--- config.mk ---
export PLATFORM = sky130hd
export DESIGN_NAME = instruction_fetch_controller
export DESIGN_NICKNAME = d
export VERILOG_FILES = /design/src/rtl/instruction_fetch_controller_pkg.sv /design/src/rtl/instruction_fetch_controller_pc_reg.sv /design/src/rtl/instruction_fetch_controller.sv
export SDC_FILE = /design/constraint.sdc
export NUM_CORES = 1
export LEC_CHECK = 0
export ABC_CLOCK_PERIOD_IN_PS = 3300
export CAP_MARGIN = 25
export CORE_MARGIN = 2
export CORE_UTILIZATION = 50
export CTS_BUF_LIST = sky130_fd_sc_hd__clkbuf_8
export DETAILED_ROUTE_END_ITERATION = 12
export PLACE_DENSITY = 0.86
export SYNTH_ARGS = -nofsm -noshare
export SYNTH_HDL_FRONTEND = slang
export SYNTH_SLANG_ARGS = --single-unit
--- constraint.sdc ---
create_clock -name i_clock -period 3.3 [get_ports i_clock]
set_input_delay 0.99 -clock i_clock [delete_from_list [all_inputs] [get_ports i_clock]]
set_output_delay 0.99 -clock i_clock [all_outputs]
set_load 0.005 [all_outputs]
--- src/rtl/instruction_fetch_controller_pkg.sv ---
// rtl/instruction_fetch_controller_pkg.sv - shared widths, opcodes and fetch state encodings
package instruction_fetch_controller_pkg;

    localparam int ADDR_W    = 8;
    localparam int INSTR_W   = 8;
    localparam int MEM_DEPTH = 255;

    localparam logic [ADDR_W-1:0] RESET_PC    = 8'h00;
    localparam logic [ADDR_W-1:0] MEM_LAST    = ADDR_W'(MEM_DEPTH - 1);
    localparam logic [2:0]        HALT_OPCODE = 3'b111;

    typedef enum logic [1:0] {
        FS_IDLE = 2'd0,
        FS_RUN  = 2'd1,
        FS_HALT = 2'd2
    } fetch_state_t;

    function automatic logic [ADDR_W-1:0] next_pc(input logic [ADDR_W-1:0] pc);
        return (pc == MEM_LAST) ? '0 : pc + 1'b1;
    endfunction

endpackage

--- src/rtl/instruction_fetch_controller_pc_reg.sv ---
// rtl/instruction_fetch_controller_pc_reg.sv - program counter with load, wrapping increment and hold
module instruction_fetch_controller_pc_reg
    import instruction_fetch_controller_pkg::*;
(
    input  logic              i_clock,
    input  logic              i_reset_n,
    input  logic              i_load,
    input  logic [ADDR_W-1:0] i_load_pc,
    input  logic              i_inc,
    output logic [ADDR_W-1:0] o_pc
);

    logic [ADDR_W-1:0] r_pc;

    always_ff @(posedge i_clock or negedge i_reset_n) begin
        if (!i_reset_n) begin
            r_pc <= RESET_PC;
        end else if (i_load) begin
            r_pc <= i_load_pc;
        end else if (i_inc) begin
            r_pc <= next_pc(r_pc);
        end
    end

    assign o_pc = r_pc;

endmodule

--- src/rtl/instruction_fetch_controller.sv ---
// rtl/instruction_fetch_controller.sv - PC sequencing, instruction slot, redirect/halt/fault control
module instruction_fetch_controller
    import instruction_fetch_controller_pkg::*;
(
    input  logic               i_clock,
    input  logic               i_reset_n,
    input  logic               i_start,
    output logic [ADDR_W-1:0]  o_imem_address,
    input  logic [INSTR_W-1:0] i_imem_instruction,
    output logic [INSTR_W-1:0] o_instr_out,
    output logic [ADDR_W-1:0]  o_pc_out,
    output logic               o_instr_valid,
    input  logic               i_instr_ready,
    input  logic               i_redirect,
    input  logic [ADDR_W-1:0]  i_redirect_target,
    output logic               o_halted,
    output logic               o_addr_fault
);

    fetch_state_t       r_state;
    logic [INSTR_W-1:0] r_instr;
    logic [ADDR_W-1:0]  r_pc_out;
    logic               r_valid;
    logic               r_halted;
    logic               r_fault;

    logic               w_run;
    logic               w_start_ok;
    logic               w_bad_target;
    logic               w_slot_free;
    logic               w_halt_accept;
    logic               w_pc_load;
    logic               w_pc_inc;
    logic [ADDR_W-1:0]  w_pc;
    logic [ADDR_W-1:0]  w_load_pc;

    assign w_run         = (r_state == FS_RUN);
    assign w_start_ok    = i_start && !w_run;
    assign w_bad_target  = i_redirect_target > MEM_LAST;
    assign w_slot_free   = !r_valid || i_instr_ready;
    assign w_halt_accept = r_valid && i_instr_ready && (r_instr[7:5] == HALT_OPCODE);

    // A faulting redirect leaves the PC where it was; only legal targets load.
    assign w_pc_load = w_start_ok || (w_run && i_redirect && !w_bad_target);
    assign w_load_pc = w_start_ok ? RESET_PC : i_redirect_target;
    assign w_pc_inc  = w_run && !i_redirect && !w_halt_accept && w_slot_free;

    instruction_fetch_controller_pc_reg u_pc_reg (
        .i_clock   (i_clock),
        .i_reset_n (i_reset_n),
        .i_load    (w_pc_load),
        .i_load_pc (w_load_pc),
        .i_inc     (w_pc_inc),
        .o_pc      (w_pc)
    );

    always_ff @(posedge i_clock or negedge i_reset_n) begin
        if (!i_reset_n) begin
            r_state  <= FS_IDLE;
            r_instr  <= '0;
            r_pc_out <= '0;
            r_valid  <= 1'b0;
            r_halted <= 1'b0;
            r_fault  <= 1'b0;
        end else begin
            case (r_state)
                FS_IDLE, FS_HALT: begin
                    if (i_start) begin
                        r_state  <= FS_RUN;
                        r_valid  <= 1'b0;
                        r_halted <= 1'b0;
                        r_fault  <= 1'b0;
                    end
                end
                FS_RUN: begin
                    // Redirect wins over everything, including a HALT instruction waiting in the slot.
                    if (i_redirect) begin
                        r_valid <= 1'b0;
                        if (w_bad_target) begin
                            r_fault  <= 1'b1;
                            r_halted <= 1'b1;
                            r_state  <= FS_HALT;
                        end
                    end else if (w_halt_accept) begin
                        r_valid  <= 1'b0;
                        r_halted <= 1'b1;
                        r_state  <= FS_HALT;
                    end else if (w_slot_free) begin
                        r_instr  <= i_imem_instruction;
                        r_pc_out <= w_pc;
                        r_valid  <= 1'b1;
                    end
                end
                default: r_state <= FS_IDLE;
            endcase
        end
    end

    assign o_imem_address = w_pc;
    assign o_instr_out    = r_instr;
    assign o_pc_out       = r_pc_out;
    assign o_instr_valid  = r_valid;
    assign o_halted       = r_halted;
    assign o_addr_fault   = r_fault;

endmodule
==> metrics.csv <==
stage;metric;value;unit
global_routing;number of global-route vias before repair;1344;
power_and_ir_drop;Leakage Power;0.859;nW
place;gp weighted congestion;0.824;
timing;Fin Hold WS;0.482;ns
die;floorplan die width;58.5;µm
yosys;dominant synthesized flop cell;sky130_fd_sc_hd__dfrtp_1;
worst_setup_path;Arrival @ worst endpoint;2.61;ns
yosys;cell type with the largest total area after synthesis;sky130_fd_sc_hd__dfrtp_1;
global_routing;wire length of the first global-routing pass;6250;µm
yosys;Gate Count Post-Synth;139;
worst_setup_path;critical path startpoint category;input pin;
clock_tree;clock tree from TritonCTS;built;
clock_tree;post-CTS clock slew at the launch and capture registers of the worst setup and hold paths;0.06;ns
worst_setup_path;critical path start-end classification;in2reg;
die;count of pins on the block boundary;48;
clock_tree;total setup buffers inserted after CTS;0;
drt;aggregate routed wire length;3840;µm
finish;fillcell total;206;
timing;post-layout min period;2.45;ns
global_routing;pin count of the biggest net entering global routing;30;
power_and_ir_drop;power per unit of standard cell area;848;nW/µm²
worst_setup_path;slowest library cell on the worst path;sky130_fd_sc_hd__clkdlybuf4s50_1;
die;core region area;2780;µm²
drt;wire length per cell;17.2;µm
yosys;sequential fraction of the synthesis area;0.488;
yosys;number of storage elements in the synthesis netlist;29;
yosys;number of distinct standard cells referenced by the synthesized netlist;40;
power_and_ir_drop;largest vdd supply drop;0.692;mV
die;number of standard-cell rows in the floorplan;19;
drt;remaining antenna violation count after routing;0;
worst_setup_path;cells along the critical path;clkdlybuf4s50_1 -> nand2b_1 -> nand4b_2 -> o31ai_1 -> a21oi_1;
clock_tree;Clock Latency Late Sink;0.28;ns
global_routing;GRT Util Overall;0.250;
finish;n_diodes;0;
drt;starting DRC count in detailed routing;84;
worst_setup_path;highest fanout seen on the critical path;15;
timing;slew at the pin with the worst max-slew slack;0.510;ns
status;result of the run;completed;
finish;final core utilization;0.737;
worst_setup_path;Slowest Stage Delay on Critical Path;0.49;ns
run;Maximum Capacitance Violations;0;
timing;Clock Skew;0.00318;ns
yosys;post-synth design cell area;1490;µm²
timing;RSZ-0062 raised after global routing;no;
clock_tree;clock tree root driver cell;sky130_fd_sc_hd__clkbuf_8;
yosys;Synth area leaders;sky130_fd_sc_hd__dfrtp_1 (49%), sky130_fd_sc_hd__mux2_2 (9.8%), sky130_fd_sc_hd__nand2_1 (4.5%);
timing;Final Hold Fails;0;
yosys;synth cell count leaders;sky130_fd_sc_hd__dfrtp_1 (29), sky130_fd_sc_hd__nand2_1 (18), sky130_fd_sc_hd__mux2_2 (13);
clock_tree;Max clock buf depth;2;
die;effective utilization at floorplan;0.534;
place;Port Buffer Count;47;
drt;count of unresolved DRC violations after routing;0;
timing;Setup TNS;0;ns
yosys;most used standard cell by instance count after synthesis;sky130_fd_sc_hd__dfrtp_1;
hold_path;Min-Delay Path Class;reg2reg;
timing;max_slew headroom;0.659;
clock_tree;total CTS buffers;5;
clock_tree;Clock H-tree levels;2;
worst_setup_path;Buf+Inv Stages, Crit Path;1;
yosys;Avg Synthesized Cell Area;10.7;µm²
yosys;warnings from Yosys;0;
global_routing;total congestion overflow;0;
place;DP Wirelength;2710;µm
worst_setup_path;cell type group with the largest total delay on the critical path;simple AND/OR/NAND/NOR gates;
global_routing;initial antenna violation count;0;
finish;NumNets Final;214;
drt;total iterations of the first detailed-routing run;4;
finish;fraction of final layout cells with drive strength greater than 1;0.135;
yosys;fraction of post-synthesis cell area in the top cell type by area;0.488;
die;Die Y;58.5;µm
timing;final critical-path share of the clock period;0.742;
drt;total vias in the final route;1353;
worst_setup_path;worst path required time;3.46;ns
clock_tree;count of hold buffers inserted by post-cts repair;0;
yosys;Post-synth EDFFs;0;
timing;Final setup viols;0;
timing;Final Max Tran Viols;0;
clock_tree;total clock sinks;29;
drt;detail-routed via count per cell;6.07;
clock_tree;CTS-repair resized insts;0;
worst_setup_path;endpoint kind of the worst setup timing path;flop;
yosys;synthesized netlist net count;162;
finish;relative area change from synthesis to final layout;38.0;%
yosys;async set or reset register ratio after synthesis;1.00;
timing;fmax;409;MHz
die;Total Die Area;3430;µm²
==> worst paths after layout <==
check	end	depth (start not counted)	slack, ns	startpoint
min	o_halted$_DFFE_PN0P_	2	0.48	o_halted$_DFFE_PN0P_
max reg2reg	u_pc_reg.o_pc[7]$_DFFE_PN0P_	4	1.52	r_state[1]$_DFFE_PN0P_
max in group asynchronous	u_pc_reg.o_pc[6]$_DFFE_PN0P_	2	1.93	i_reset_n
min in group asynchronous	o_instr_out[5]$_DFFE_PN0P_	2	1.09	i_reset_n
max	u_pc_reg.o_pc[7]$_DFFE_PN0P_	5	0.85	i_instr_ready
min reg2reg	o_halted$_DFFE_PN0P_	2	0.48	o_halted$_DFFE_PN0P_
==> final cells by class <==
type / instances / area, µm² / share of cell area
clock buffers: 5 / 68.8 / 0.0336
clock inverters: 3 / 11.3 / 0.00549
inverters: 1 / 3.75 / 0.00183
multi-input cells: 105 / 717 / 0.350
flip-flops and latches: 29 / 726 / 0.354
well taps: 31 / 38.8 / 0.0189
repair buffers: 49 / 485 / 0.237
==> metrics by stage <==
step	cell area, µm²	total power (W)	instances	worst slack (ns)
CTS	2050	0.00175	223	0.849
global placement	1970	0.00143	215	0.702
finish	2050	0.00174	223	0.853
detailed placement	1970	0.00147	215	0.599
global route	2050	0.00185	223	0.753
floorplan	1490	0.00104	139	1.33
==> layer usage <==
metal,vias to the layer above,part of all wire,global-route usage
met1,681,0.41,0.292
met5,-,0,0
li1,621,-,-
met4,0,0.020,0.123
met2,43,0.52,0.409
met3,8,0.056,0.0857
==> where the power goes <==
| group | leakage, nW | internal (W) | switching, W |
|---|---|---|---|
| Combinational | 0.460 | 0.000479 | 0.000306 |
| Sequential | 0.348 | 0.000512 | 0.000174 |
| Clock | 0.0519 | 0.000140 | 0.000127 |
| Total | 0.859 | 0.00113 | 0.000607 |
==> flip-flops by register name, summed over array words and instances (netlist names) <==
signal         cells
o_instr_out        8
o_instr_valid      1
o_halted           1
o_pc_out           8
o_addr_fault       1
r_state            2
u_pc_reg.o_pc      8
==> layout by cell type (no fill, tap or decap), drive strengths merged, types with 2 or more instances in the layout <==
master         synthesis  layout
ha                     2       2
nor3                   2       2
and2b                  2       2
inv                    1       4
a31oi                  3       3
dfrtp                 29      29
a21oi                 10      10
mux2i                  2       2
clkdlybuf4s50          0      47
nand2                 18      18
nand4                  3       3
nand3b                 3       3
a21boi                 2       2
mux2                  13      13
nand3                  4       4
clkbuf                 1       5
buf                    3       2
nor2                   7       7
and3                   3       3
o21ai                 11      11
nand2b                 2       2
a32oi                  2       2
==> worst reg2reg max path: cells and delay by family (launching register included) <==
family,cells,cell delay (ns)
flip-flops,1,0.40
AO/OA/AOI/OAI,2,0.52
AND/OR/NAND/NOR,2,0.73
==> cells by family (layout without fill, tap and decap cells) <==
kind of cell,after synthesis,count (layout),share of synthesized area
simple gates,49,49,0.176
compound gates,39,39,0.178
flops,29,29,0.488
mux,15,15,0.112
buf+inv,5,58,0.0295
fa+ha+maj,2,2,0.0168
(Power assumes the default switching activity.)
==> RTL change 1, RTL diff (config.mk and constraints unchanged) <==
The 3 states of `fetch_state_t` get a one-hot encoding in 3 bits.
--- a/src/rtl/instruction_fetch_controller_pkg.sv
+++ b/src/rtl/instruction_fetch_controller_pkg.sv
@@ -9,10 +9,10 @@
     localparam logic [ADDR_W-1:0] MEM_LAST    = ADDR_W'(MEM_DEPTH - 1);
     localparam logic [2:0]        HALT_OPCODE = 3'b111;
 
-    typedef enum logic [1:0] {
-        FS_IDLE = 2'd0,
-        FS_RUN  = 2'd1,
-        FS_HALT = 2'd2
+    typedef enum logic [2:0] {
+        FS_IDLE = 3'b001,
+        FS_RUN  = 3'b010,
+        FS_HALT = 3'b100
     } fetch_state_t;
 
     function automatic logic [ADDR_W-1:0] next_pc(input logic [ADDR_W-1:0] pc);
Formal check against the unedited RTL: same outputs for any inputs over 10 cycles, from zero or initial values and one cycle with i_reset_n low; not proved beyond that.
==> RTL change 1 against the unedited design <==
- power is 4.2% lower
- hold slack worse by 0.0019 ns
- via count fell by 5.0%
- combinational power shrank 19%
- count of clock-buffer cells in the layout grew 1
- critical path type unchanged
- critical endpoint unchanged
- sequential cell count grew 1
- routed wire length fell by 7.7%
- synthesized cell count shrank 0.72%
- design area rose by 3.4%
- first-iteration DRC count down 20%
- non-clock buffer count up 1
- area after synthesis rose by 1.2%
- sequential power decreased by 5.1%
- worst setup slack worse by 0.22 ns
==> RTL change 1: results (changes against the unedited design) <==
| Metric | Value |
|---|---|
| Outcome | `completed (unchanged)` |
| Synth Register Bits | `30 (was 29)` |
| 1st-iter DRT viols | `67 (was 84)` |
| Max Clock Skew | `0.007068 ns (was 0.003180 ns)` |
| Routed wire length | `3.548 mm (was 3.844 mm)` |
| Maximum number of pins on one net before global-route repair | `31 (was 30)` |
| Netlist cell types | `47 (was 40)` |
| Vias in the first global route | `1205 (was 1344)` |
| CP arrival | `2.83 ns (was 2.61 ns)` |
| Final Net Count | `213 (was 214)` |
| Hold_ws | `0.4804 ns (was 0.4823 ns)` |
| Pleak | `0.8978 nW (was 0.8592 nW)` |
| Least-Margin Pin Slew | `0.4769 ns (was 0.5099 ns)` |
| Post-CTS resize count | `0 (unchanged)` |
| CP max FO | `10 (was 15)` |
| Post-synthesis sequential area ratio | `50.00% (was 48.82%)` |
| Placer Congestion | `0.9220 (was 0.8242)` |
| Cell with the most instances after synthesis | `dfrtp_1 (unchanged)` |
| Clk Latency, worst-skew pair | `around 0.29 ns` |
| Fillers | `198 (was 206)` |
| Top cells by area, synth | `dfrtp_1, mux2_2, nand2_1 (unchanged)` |
| Syn_nets | `161 (was 162)` |
| Layout cell share with drive strength beyond 1 | `17.80% (was 13.54%)` |
| Drt via density | `5.793 (was 6.067)` |
| First-pass GRT wire length | `5.630 mm (was 6.251 mm)` |
| Commonest cells in the synthesized netlist | `dfrtp_1, mux2_2, nand2_1 (was dfrtp_1, nand2_1, mux2_2)` |
| All-Layer GR Usage | `22.20% (was 25.00%)` |
| R2R setup slack | `1.31 ns (was 1.52 ns)` |
RTL change 1: cell count changes in the layout (fill, tap and decap cells not counted), moves of 3 or more:
cell / delta
inv_1: +3
nor3_1: +4
a21oi_1: -6
nand2_1: -5
o21ai_0: -3
nand3b_1: -3
RTL change 1: logic make-up (layout without fill, tap and decap cells):
family / count (synthesis) / after routing / share of synthesized area (%)
buffers and inverters: 11 / 64 / 3.577
AOI/OAI and AO/OA: 33 / 33 / 15.56
xor gates and xnor gates: 2 / 2 / 1.165
adders and majority gates: 2 / 2 / 1.664
and+or+nand+nor: 46 / 46 / 17.56
DFF: 30 / 30 / 50.00
muxes: 14 / 14 / 10.48
RTL change 1: critical path: stages:
cell and delay [ns]:
clkdlybuf4s50_1 0.50, nor4b_2 0.29, nand3_1 0.31, and3_1 0.38, o21ba_1 0.28, o22ai_2 0.07
RTL change 1: cell type report:
type                    count  area [um^2]  share of cell area [%]
flip-flops and latches     30        752.0                   35.46
multi-input cells          97        698.2                   32.92
repair buffers             50        493.0                   23.24
clock buffers               6        82.58                   3.894
well taps                  31        38.79                   1.829
clock inverters             2        33.78                   1.593
inverters                   6        22.52                   1.062
RTL change 1: power breakdown:
part / switching [mW] / internal [mW] / leakage [nW] / total [mW]
sequential: 0.138 / 0.513 / 0.389 / 0.651
clock: 0.139 / 0.243 / 0.0626 / 0.382
combinational: 0.234 / 0.398 / 0.446 / 0.632
total: 0.512 / 1.15 / 0.898 / 1.67
RTL change 1: final timing paths:
check	start	endpoint	cells past startpoint
worst max-delay path	i_redirect	u_pc_reg.o_pc[7]	6
min in group asynchronous	i_reset_n	u_pc_reg.o_pc[0]	2
worst min-delay path	o_pc_out[6]	o_pc_out[6]	2
worst max register to register	r_state[2]	u_pc_reg.o_pc[7]	5
worst min register to register	o_pc_out[6]	o_pc_out[6]	2
max in group asynchronous	i_reset_n	r_state[0]	2
RTL change 1: routing by layer:
layer	part of all wire (%)	global-route usage (%)
met5	0	0
met4	0.87	5.844
met3	5.8	7.473
met1	43	28.61
met2	50	35.87
RTL change 1: metrics by stage:
stage / worst slack, ns / instance area (um^2) / std cells / util (%)
floorplan: 1.137 / 1504 / 138 / -
CTS: 0.6367 / 2121 / 222 / 75.60
global route: 0.5158 / 2121 / 222 / 75.60
finish: 0.6331 / 2121 / 222 / 75.60
global placement: 0.4398 / 2004 / 214 / 71.45
detailed placement: 0.3509 / 2004 / 214 / 71.45
==> RTL change 2, RTL diff (same settings) <==
Without the edit above. `INSTR_W`: 8 -> 12.
--- a/src/rtl/instruction_fetch_controller_pkg.sv
+++ b/src/rtl/instruction_fetch_controller_pkg.sv
@@ -2,7 +2,7 @@
 package instruction_fetch_controller_pkg;
 
     localparam int ADDR_W    = 8;
-    localparam int INSTR_W   = 8;
+    localparam int INSTR_W   = 12;
     localparam int MEM_DEPTH = 255;
 
     localparam logic [ADDR_W-1:0] RESET_PC    = 8'h00;
Ports: changed (resized i_imem_instruction and o_instr_out); port bits go from 48 to 56. No check against the original RTL was run, so the function may have changed too.
==> RTL change 2 against the unedited design <==
- die area up 3.6%
- critical path depth did not move
- global-route usage down 1.6 points
- sequential power grew 10%
- first-iteration DRC count shrank 56%
- routed wire length shrank 3.0%
- power increased by 6.9%
- area after synthesis is 3.9% higher
- design area is 7.0% higher
- sequential share of layout area increased by 2.3 points
- worst setup slack got worse by 0.29 ns
- sequential cell count grew 4
- largest power group unchanged
- highest routed layer unchanged
==> RTL change 2: results (changes against the unedited design) <==
| Metric | Value |
|---|---|
| Hold Crit Start | `o_pc_out[0] (was o_halted)` |
| Worst R2R Path Depth | `4 (unchanged)` |
| Fillers | `226 (was 206)` |
| Post-CTS resize count | `0 (unchanged)` |
| Post-synthesis compound-gate area fraction | `13.13% (was 17.76%)` |
| Top layer reached by signal wires | `met4 (unchanged)` |
| Max reg flops | `12` |
| CTS clock-pin slew for the worst setup and hold paths | `about 0.070 ns` |
| Hold worst-path end | `o_pc_out[0] (was o_halted)` |
| Routed WL per cell | `16.65 um (was 17.24 um)` |
| CP max FO | `29 (was 15)` |
| Post-synthesis sequential area ratio | `53.48% (was 48.82%)` |
| CTS Buf Count | `5 (unchanged)` |
| Netlist cell types | `36 (was 40)` |
| Post-DP HPWL | `2.714 mm (was 2.713 mm)` |
| VDD IR-drop max | `0.0004975 V (was 0.0006925 V)` |
| Outcome | `completed (unchanged)` |
| CP max stage delay | `0.68 ns (was 0.49 ns)` |
| Final Hold Viols | `0 (unchanged)` |
| R2R setup slack | `1.22 ns (was 1.52 ns)` |
| Synthesized-area fraction occupied by adder cells | `1.621% (was 1.684%)` |
| Commonest cells in the synthesized netlist | `dfrtp_1, mux2_2, o21ai_0 (was dfrtp_1, nand2_1, mux2_2)` |
| 1st-iter DRT viols | `37 (was 84)` |
| Delay-heaviest family, CP | `simple AND/OR/NAND/NOR gates (unchanged)` |
| Gate Count Post-Synth | `134 (was 139)` |
| Post-synthesis mux area share | `13.86% (was 11.20%)` |
| Slowest cell on crit path | `or4_4 (was clkdlybuf4s50_1)` |
| Routed wire length | `3.730 mm (was 3.844 mm)` |
| Hold Path Stages | `2 (unchanged)` |
| Layout cell share with drive strength beyond 1 | `15.18% (was 13.54%)` |
| Critical R2R Launch | `o_instr_out[7] (was r_state[1])` |
| Max Clock Skew | `0.01012 ns (was 0.003180 ns)` |
| Syn_nets | `161 (was 162)` |
| WL met1 | `1.381 mm (was 1.571 mm)` |
| # Post-CTS Setup Buffers | `0 (unchanged)` |
| First-pass GRT wire length | `6.016 mm (was 6.251 mm)` |
| Pleak | `0.9035 nW (was 0.8592 nW)` |
| Final Net Count | `219 (was 214)` |
| WL met3 | `352 um (was 216 um)` |
| All-Layer GR Usage | `23.43% (was 25.00%)` |
| Maximum number of pins on one net before global-route repair | `34 (was 30)` |
| Placer Congestion | `0.7998 (was 0.8242)` |
| Final slew viol count | `0 (unchanged)` |
| Root Driver | `clkbuf_8 (unchanged)` |
| Via count | `1317 (was 1353)` |
| Clk Latency, worst-skew pair | `0.28 ns (about the same)` |
| Slew HR | `41.65% (was 65.88%)` |
| Met2 WL post-DR | `1.942 mm (was 1.980 mm)` |
| Top cells by area, synth | `dfrtp_1, mux2_2, o21ai_0 (was dfrtp_1, mux2_2, nand2_1)` |
| H-Tree Depth | `2 (unchanged)` |
| Vias in the first global route | `1385 (was 1344)` |
| Worst r2r dst | `u_pc_reg.o_pc[6] (was u_pc_reg.o_pc[7])` |
| Port Buf Inserts | `55 (was 47)` |
## RTL change 2: how the worst max path moves through the flow
stage	start	slack, ns	end
detailed placement	i_instr_ready	0.28	u_pc_reg.o_pc[6]
global placement	i_instr_ready	0.32	u_pc_reg.o_pc[6]
finish	i_instr_ready	0.56	u_pc_reg.o_pc[6]
global route	i_instr_ready	0.46	u_pc_reg.o_pc[6]
CTS	i_instr_ready	0.57	u_pc_reg.o_pc[6]
floorplan	i_instr_ready	0.91	u_pc_reg.o_pc[6]
## RTL change 2: metrics by stage
step,area [um^2],worst slack (ns),total power [mW],utilization [%],hold slack (ns)
after floorplan,1544,0.9098,1.107,-,0.4733
after global placement,2120,0.3237,1.547,70.58,0.4785
after detailed placement,2120,0.2819,1.598,70.58,0.4748
after CTS,2193,0.5716,1.878,73.04,0.4899
after global routing,2193,0.4581,1.992,73.04,0.5250
final,2193,0.5605,1.859,73.04,0.4850
## RTL change 2: cells by family (layout without fill, tap and decap cells)
family                   Yosys count  in the layout
AND/OR/NAND/NOR                   40             40
flip-flops                        33             33
AO/OA/AOI/OAI                     32             32
multiplexers                      19             19
buffers and inverters              8             65
adder cells (fa/ha/maj)            2              2
## RTL change 2: worst register-to-register path, cell delays in order, from the launching register on
cell and delay (ns):
dfrtp_1 0.40, and4_4 0.20, or4_4 0.65, or4b_1 0.57, a31oi_1 0.17
## RTL change 2: final cells by class
class | count | area, um^2 | share of cell area [%]
clock buffer | 5 | 68.82 | 3.137
clock inverter | 1 | 5.005 | 0.2282
inverter | 2 | 7.507 | 0.3423
multi-input combinational | 93 | 679.4 | 30.98
sequential | 33 | 825.8 | 37.65
tap | 33 | 41.29 | 1.882
timing repair buffer | 57 | 565.5 | 25.78
## RTL change 2: report_power, final
part           leakage, nW  switching [mW]  internal (mW)
registers            0.412           0.161          0.594
clock network       0.0399           0.133          0.138
logic                0.452           0.301          0.533
total                0.903           0.594           1.26
## RTL change 2: routing by layer
layer	track usage, %	vias up
met4	10.79	0
met3	8.515	7
met1	25.14	636
met5	0	-
li1	-	610
met2	40.82	64
